===== config.mk =====
export PLATFORM = sky130hd
export DESIGN_NAME = mem_stage_lsu
export DESIGN_NICKNAME = d
export VERILOG_FILES = /design/src/rtl/mem_stage_lsu.sv
export SDC_FILE = /design/constraint.sdc
export NUM_CORES = 1
export LEC_CHECK = 0
export CAP_MARGIN = 5
export CORE_MARGIN = 1.5
export CORE_UTILIZATION = 47
export DETAILED_ROUTE_END_ITERATION = 8
export PLACE_DENSITY = 0.87
export SLEW_MARGIN = 0
export SYNTH_ARGS = -nofsm -noshare
export SYNTH_HDL_FRONTEND = slang
export SYNTH_SLANG_ARGS = --single-unit

===== constraint.sdc =====
create_clock -name clk -period 5.2 [get_ports clk]
set_input_delay 1.56 -clock clk [delete_from_list [all_inputs] [get_ports clk]]
set_output_delay 1.56 -clock clk [all_outputs]
set_load 0.01 [all_outputs]

===== src/rtl/mem_stage_lsu.sv =====
// rtl/mem_stage_lsu.sv - RV32 memory stage: dmem req/gnt/rvalid bus, lane alignment, registered WB bundle
module mem_stage_lsu #(
    parameter int unsigned TIMEOUT_CYCLES = 255
) (
    input  logic        clk,
    input  logic        rst,
    input  logic        ex_valid_in,
    input  logic [31:0] alu_result_in,
    input  logic [31:0] store_data_in,
    input  logic        mem_read_in,
    input  logic        mem_write_in,
    input  logic [2:0]  funct3_in,
    input  logic [4:0]  rd_addr_in,
    input  logic        reg_write_in,
    output logic        stall_out,
    output logic        dmem_req_out,
    output logic        dmem_we_out,
    output logic [31:0] dmem_addr_out,
    output logic [3:0]  dmem_be_out,
    output logic [31:0] dmem_wdata_out,
    input  logic        dmem_gnt_in,
    input  logic        dmem_rvalid_in,
    input  logic [31:0] dmem_rdata_in,
    output logic        wb_valid_out,
    output logic [31:0] wb_data_out,
    output logic [4:0]  wb_rd_addr_out,
    output logic        wb_reg_write_out,
    output logic        mem_fault_out
);

    typedef enum logic [1:0] {
        IDLE    = 2'd0,
        REQ     = 2'd1,
        WAIT_RD = 2'd2
    } state_t;

    state_t      state, state_next;
    logic [2:0]  f3_q;
    logic [1:0]  off_q;
    logic        rw_q;
    logic        accept;
    logic        is_mem;
    logic        fault;
    logic        timeout_hit;
    logic [3:0]  be_next;
    logic [31:0] wdata_next;
    logic [31:0] rd_shifted;
    logic [31:0] load_data;

    assign accept    = ex_valid_in && (state == IDLE);
    assign is_mem    = mem_read_in || mem_write_in;
    assign stall_out = (state != IDLE);

    always_comb begin
        fault = 1'b0;
        case (funct3_in)
            3'b000, 3'b100: fault = 1'b0;
            3'b001, 3'b101: fault = alu_result_in[0];
            3'b010:         fault = |alu_result_in[1:0];
            default:        fault = 1'b1;
        endcase
        if (funct3_in[2] && mem_write_in)
            fault = 1'b1;
        if (mem_read_in && mem_write_in)
            fault = 1'b1;
    end

    always_comb begin
        be_next    = 4'b1111;
        wdata_next = store_data_in;
        case (funct3_in[1:0])
            2'b00: begin
                be_next    = 4'b0001 << alu_result_in[1:0];
                wdata_next = {4{store_data_in[7:0]}};
            end
            2'b01: begin
                be_next    = 4'b0011 << alu_result_in[1:0];
                wdata_next = {2{store_data_in[15:0]}};
            end
            default: begin
                be_next    = 4'b1111;
                wdata_next = store_data_in;
            end
        endcase
    end

    assign rd_shifted = dmem_rdata_in >> {off_q, 3'b000};

    always_comb begin
        load_data = dmem_rdata_in;
        case (f3_q)
            3'b000:  load_data = {{24{rd_shifted[7]}}, rd_shifted[7:0]};
            3'b001:  load_data = {{16{rd_shifted[15]}}, rd_shifted[15:0]};
            3'b100:  load_data = {24'd0, rd_shifted[7:0]};
            3'b101:  load_data = {16'd0, rd_shifted[15:0]};
            default: load_data = dmem_rdata_in;
        endcase
    end

`ifdef MEM_TIMEOUT_EN
    localparam int unsigned CNT_W = ($clog2(TIMEOUT_CYCLES + 1) > 8) ?
                                    $clog2(TIMEOUT_CYCLES + 1) : 8;
    logic [CNT_W-1:0] to_cnt;

    always_ff @(posedge clk) begin
        if (rst || state == IDLE || state_next != state)
            to_cnt <= '0;
        else
            to_cnt <= to_cnt + 1'b1;
    end

    assign timeout_hit = (state != IDLE) && (to_cnt == CNT_W'(TIMEOUT_CYCLES));
`else
    assign timeout_hit = 1'b0;
`endif

    always_ff @(posedge clk) begin
        if (rst)
            state <= IDLE;
        else
            state <= state_next;
    end

    always_comb begin
        state_next = state;
        case (state)
            IDLE: begin
                if (accept && is_mem && !fault)
                    state_next = REQ;
            end
            REQ: begin
                if (dmem_gnt_in)
                    state_next = dmem_we_out ? IDLE : WAIT_RD;
                else if (timeout_hit)
                    state_next = IDLE;
            end
            WAIT_RD: begin
                if (dmem_rvalid_in || timeout_hit)
                    state_next = IDLE;
            end
            default: state_next = IDLE;
        endcase
    end

    always_ff @(posedge clk) begin
        if (rst) begin
            dmem_req_out     <= 1'b0;
            dmem_we_out      <= 1'b0;
            dmem_addr_out    <= '0;
            dmem_be_out      <= '0;
            dmem_wdata_out   <= '0;
            wb_valid_out     <= 1'b0;
            wb_data_out      <= '0;
            wb_rd_addr_out   <= '0;
            wb_reg_write_out <= 1'b0;
            mem_fault_out    <= 1'b0;
            f3_q             <= '0;
            off_q            <= '0;
            rw_q             <= 1'b0;
        end else begin
            wb_valid_out  <= 1'b0;
            mem_fault_out <= 1'b0;
            case (state)
                IDLE: begin
                    if (accept) begin
                        wb_rd_addr_out <= rd_addr_in;
                        f3_q           <= funct3_in;
                        off_q          <= alu_result_in[1:0];
                        rw_q           <= reg_write_in;
                        if (!is_mem) begin
                            wb_valid_out     <= 1'b1;
                            wb_data_out      <= alu_result_in;
                            wb_reg_write_out <= reg_write_in;
                        end else if (fault) begin
                            wb_valid_out     <= 1'b1;
                            wb_data_out      <= '0;
                            wb_reg_write_out <= 1'b0;
                            mem_fault_out    <= 1'b1;
                        end else begin
                            dmem_req_out   <= 1'b1;
                            dmem_we_out    <= mem_write_in;
                            dmem_addr_out  <= {alu_result_in[31:2], 2'b00};
                            dmem_be_out    <= be_next;
                            dmem_wdata_out <= wdata_next;
                        end
                    end
                end
                REQ: begin
                    if (dmem_gnt_in) begin
                        dmem_req_out <= 1'b0;
                        if (dmem_we_out) begin
                            wb_valid_out     <= 1'b1;
                            wb_reg_write_out <= 1'b0;
                        end
                    end else if (timeout_hit) begin
                        dmem_req_out     <= 1'b0;
                        wb_valid_out     <= 1'b1;
                        wb_reg_write_out <= 1'b0;
                        mem_fault_out    <= 1'b1;
                    end
                end
                WAIT_RD: begin
                    if (dmem_rvalid_in) begin
                        wb_valid_out     <= 1'b1;
                        wb_data_out      <= load_data;
                        wb_reg_write_out <= rw_q;
                    end else if (timeout_hit) begin
                        wb_valid_out     <= 1'b1;
                        wb_reg_write_out <= 1'b0;
                        mem_fault_out    <= 1'b1;
                    end
                end
                default: ;
            endcase
        end
    end

endmodule


==> results.txt <==
The diode insertion count for antenna repair is 0. The fraction of synthesized cell area in xor and xnor cells came out at 0%. The synthesized design contains 0 enable-type register cells. The floorplan die area came out at 0.0123 sq mm. The post-cts sizing count came out at 0.

Across the VDD grid, the largest voltage drop is roughly 0.20 mV. The number of storage elements in the synthesis netlist is 116. The share of the yosys chip area belonging to registers is 42.3%. The fraction of power spent switching nets is 25.4%. The H-tree generated during clock tree synthesis spans 4 levels. From synthesis to final layout, the design area changed by 51.2%.

The clock share of power is between 40 and 50%. For this run, asynchronously set or reset flops after synthesis account for 0%. Power spread over the standard cell area amounts to 326 mW/mm^2.

Once the floorplan was initialized, standard cells occupied 48.1% of the core. For the pin with the worst max-slew slack, the measured transition is 1.22 ns. The per-cell via count in the routed design is 5.80.

The internal power is 0.00202 W. The largest net degree at the start of global routing is about 120. The wire length of the first global-routing pass is just under 30,000 um. The run finished with clean final reports.

The number of warnings reported in the yosys synthesis log is 0. The analysis attributes to net switching a power of just under 0.0007 W. STA classifies the critical path startpoint as an input pin. Once routing completed, OpenROAD measured the worst setup slack at between 1 and 1.5 ns.

The portion of synthesized cell area occupied by the leading cell type is 42.3%. The share of synthesized cell area in full adder, half adder and majority cells is 0.911%. In this run the core area contains 39 standard-cell rows.

After routing, the total negative slack on setup checks comes to 0 ns. The number of clock sinks is 116. After legalization and detailed placement, the total HPWL measured 13,600 um. In this run the worst path has a maximum fanout of 49. The clock passes through at most 2 buffers.

For this run the aggregate overflow at the end of global routing stands at 0. The clock insertion delay at the later pin of the skew report came out at 0.40 ns. The cts-stage hold buffer count came out at 0. The synthesized netlist devotes about a quarter of its cell area to compound gates. The first detailed-routing pass took 5 iterations.

The master cell of the clock root buffer is clkbuf_16. The die outline height came out at 111 um. At the end of routability-driven placement, the weighted congestion stood at 0.874.

The setup-violating endpoint count in the final report is 0. For this run, the top clock speed supported by timing is approximately 260 MHz. The worst setup path is captured at a register. Global routing used 30.2% of the available tracks.

The synthesized netlist contains between 40 and 50 unique library cells. Setup repair after global routing left no endpoint under its margin. The type of the most critical hold path is reg2reg. The biggest area contributor in the post-synthesis netlist is dfxtp_1.

The total number of vias is 5,917. The routed length per placed instance came out at 18.6 um. The headroom to the max-slew limit came out at 18.3%. The library cell with the highest instance count after synthesis is nand2_1. The number of cells produced by synthesis is 677.

The number of top-level pins is 223. Among all flip-flop cells after synthesis, the most frequent one is dfxtp_1. Counting instances in the post-synthesis netlist gives the leading cell types as nand2_1 (146), dfxtp_1 (116), nor2_1 (70), a21oi_1 (67). The die is between 100 and 150 um wide. The clock slew seen by the registers of the worst setup and hold paths is 0.06 ns. The dominant combinational cell family by area after synthesis is compound AO/OA/AOI/OAI gates. The number of remaining DRC errors came out at 0. Averaged over all synthesized cells, the footprint is 8.12 sq um. By area the synthesized netlist is led by dfxtp_1 (42%), nand2_1 (10%), mux2i_1 (6.2%). STA puts the critical path data arrival time at 4.09 ns. The total count of max-transition violations in the final report came to 0. For this run, the number of standard cells in the final layout without fillers is between 1,000 and 1,500. The critical path data required time is 5.41 ns. The post-route minimum period is 3.88 ns.

The synthesized netlist devotes 19.5% of its cell area to simple gates. The placeable core region came out at 0.0114 sq mm. The number of antenna violations at the first check in global routing is 0. The number of hold-slack violations in the final timing report came to 0. In the final layout, the share of cells above drive strength 1 is 6.39%. The initial DRC count is 444. The total detailed-routing wirelength came out at 19,000 um. The static leakage power is 2.91 nW. The worst hold path begins at dmem_wdata_out[25]$_SDFFE_PP0P_. The most critical setup path has its startpoint at funct3_in[0]. The max-capacitance violation count came out at 0. The setup path with the least slack is of type in2reg. In the final design database the tool counted 981 nets. The number of clock buffers added by TritonCTS is 17. The residual antenna-violating net count after detailed routing is 0. The post-route clock period utilization is about three quarters.

The via count of the first global-routing pass is around 5,800. The instance count after placement with tap cells included came out at 989. The setup fix buffers added after clock tree synthesis is 0. The worst setup timing slack at the placement stage is 0.950 ns. The clock skew is 0.00688 ns. The fraction of power consumed by sequential logic came out at a little under two fifths. The combinational fraction of design power came out at 18.5%. The number of port buffers is 220. The portion of netlist area occupied by mux cells is 7.01%. The cell area after synthesis came out at 0.00549 sq mm. The beginning of the worst register-to-register path is state[0]$_SDFFE_PP0P_. TritonCTS built the clock tree.
==> metrics by stage <==
stage	power [W]	hold WS [ns]	instance area [sq um]	utilization (%)
2_1_floorplan	0.00124	0.437	5500	-
3_3_place_gp	0.00149	0.441	7680	67.3
3_5_place_dp	0.00151	0.449	7680	67.3
4_1_cts	0.00271	0.453	8310	72.7
5_1_grt	0.00281	0.472	8310	72.7
6_report	0.00271	0.455	8310	72.7
==> worst paths after layout <==
path / endpoint / slack [ns] / cells past startpoint
worst min-delay path: dmem_wdata_out[25]$_SDFFE_PP0P_ / 0.45 / 2
worst max-delay path: wb_data_out[22]$_SDFFE_PP0P_ / 1.32 / 8
worst min register to register: dmem_wdata_out[25]$_SDFFE_PP0P_ / 0.45 / 2
worst max register to register: wb_data_out[22]$_SDFFE_PP0P_ / 2.17 / 7
==> logic make-up (layout without fill, tap and decap cells) <==
group / count (synthesis) / after routing
compound gates: 194 / 194
mux: 38 / 38
flops: 116 / 116
simple gates: 255 / 255
fa+ha+maj: 4 / 4
buf+inv: 69 / 268
other cells: 1 / 2
==> routing by layer <==
layer / vias up / global-route usage (%) / part of all wire (%)
met5: - / 0 / 0
met4: 0 / 11.9 / 2.6
met3: 36 / 9.35 / 10
met2: 335 / 53.0 / 49
met1: 2780 / 34.1 / 38
li1: 2766 / - / -
==> layout by cell type (no fill, tap or decap), types with 2 or more instances in the layout <==
master,instances
nor2_1,69
clkdlybuf4s50_1,219
buf_4,8
clkbuf_8,5
a211oi_1,25
nand3b_1,9
inv_1,8
clkbuf_16,17
o311ai_0,8
o21ba_2,2
o21ai_0,20
conb_1,2
a211oi_2,3
a311oi_1,26
and2_1,7
nand2_1,146
clkinv_2,2
nor2b_1,3
mux2_2,4
a21oi_1,67
bufinv_16,3
nand2b_1,9
clkinvlp_4,3
o211ai_1,8
dfxtp_1,116
ha_1,4
a22oi_1,19
o221ai_1,6
mux2i_1,34
==> power by group through the flow <==
| stage | Sequential (W) | Clock (W) | Combinational (W) |
|---|---|---|---|
| after floorplan | 0.00102 | 0 | 0.000218 |
| after global placement | 0.00101 | 0 | 0.000484 |
| after detailed placement | 0.00101 | 0 | 0.000496 |
| after CTS | 0.000992 | 0.00122 | 0.000501 |
| after global routing | 0.00100 | 0.00127 | 0.000538 |
| final | 0.000994 | 0.00121 | 0.000502 |
==> registers in the layout (all words and copies together) (netlist names) <==
| name | cells |
|---|---|
| rw_q | 1 |
| state | 2 |
| wb_valid_out | 1 |
| dmem_wdata_out | 32 |
| dmem_be_out | 4 |
| mem_fault_out | 1 |
| dmem_addr_out | 30 |
| off_q | 2 |
| dmem_we_out | 1 |
| wb_rd_addr_out | 5 |
| dmem_req_out | 1 |
| wb_data_out | 32 |
| f3_q | 3 |
| wb_reg_write_out | 1 |
==> cell type report <==
| cell class | count | area [sq um] |
|---|---|---|
| sequential | 116 | 2320 |
| inverter | 9 | 33.8 |
| clock inverter | 8 | 123 |
| tap | 143 | 179 |
| fill | 869 | 3110 |
| multi-input combinational | 493 | 2880 |
| timing repair buffer | 228 | 2270 |
| clock buffer | 23 | 498 |
==> worst max-delay path, cell delays in order <==
cell and delay (ns):
clkdlybuf4s50_1 0.46, buf_4 0.27, nand3b_1 0.14, and3_4 0.20, a311oi_4 0.27, buf_4 0.46, a21boi_4 0.54, a211oi_1 0.18
(Power assumes the default switching activity.)
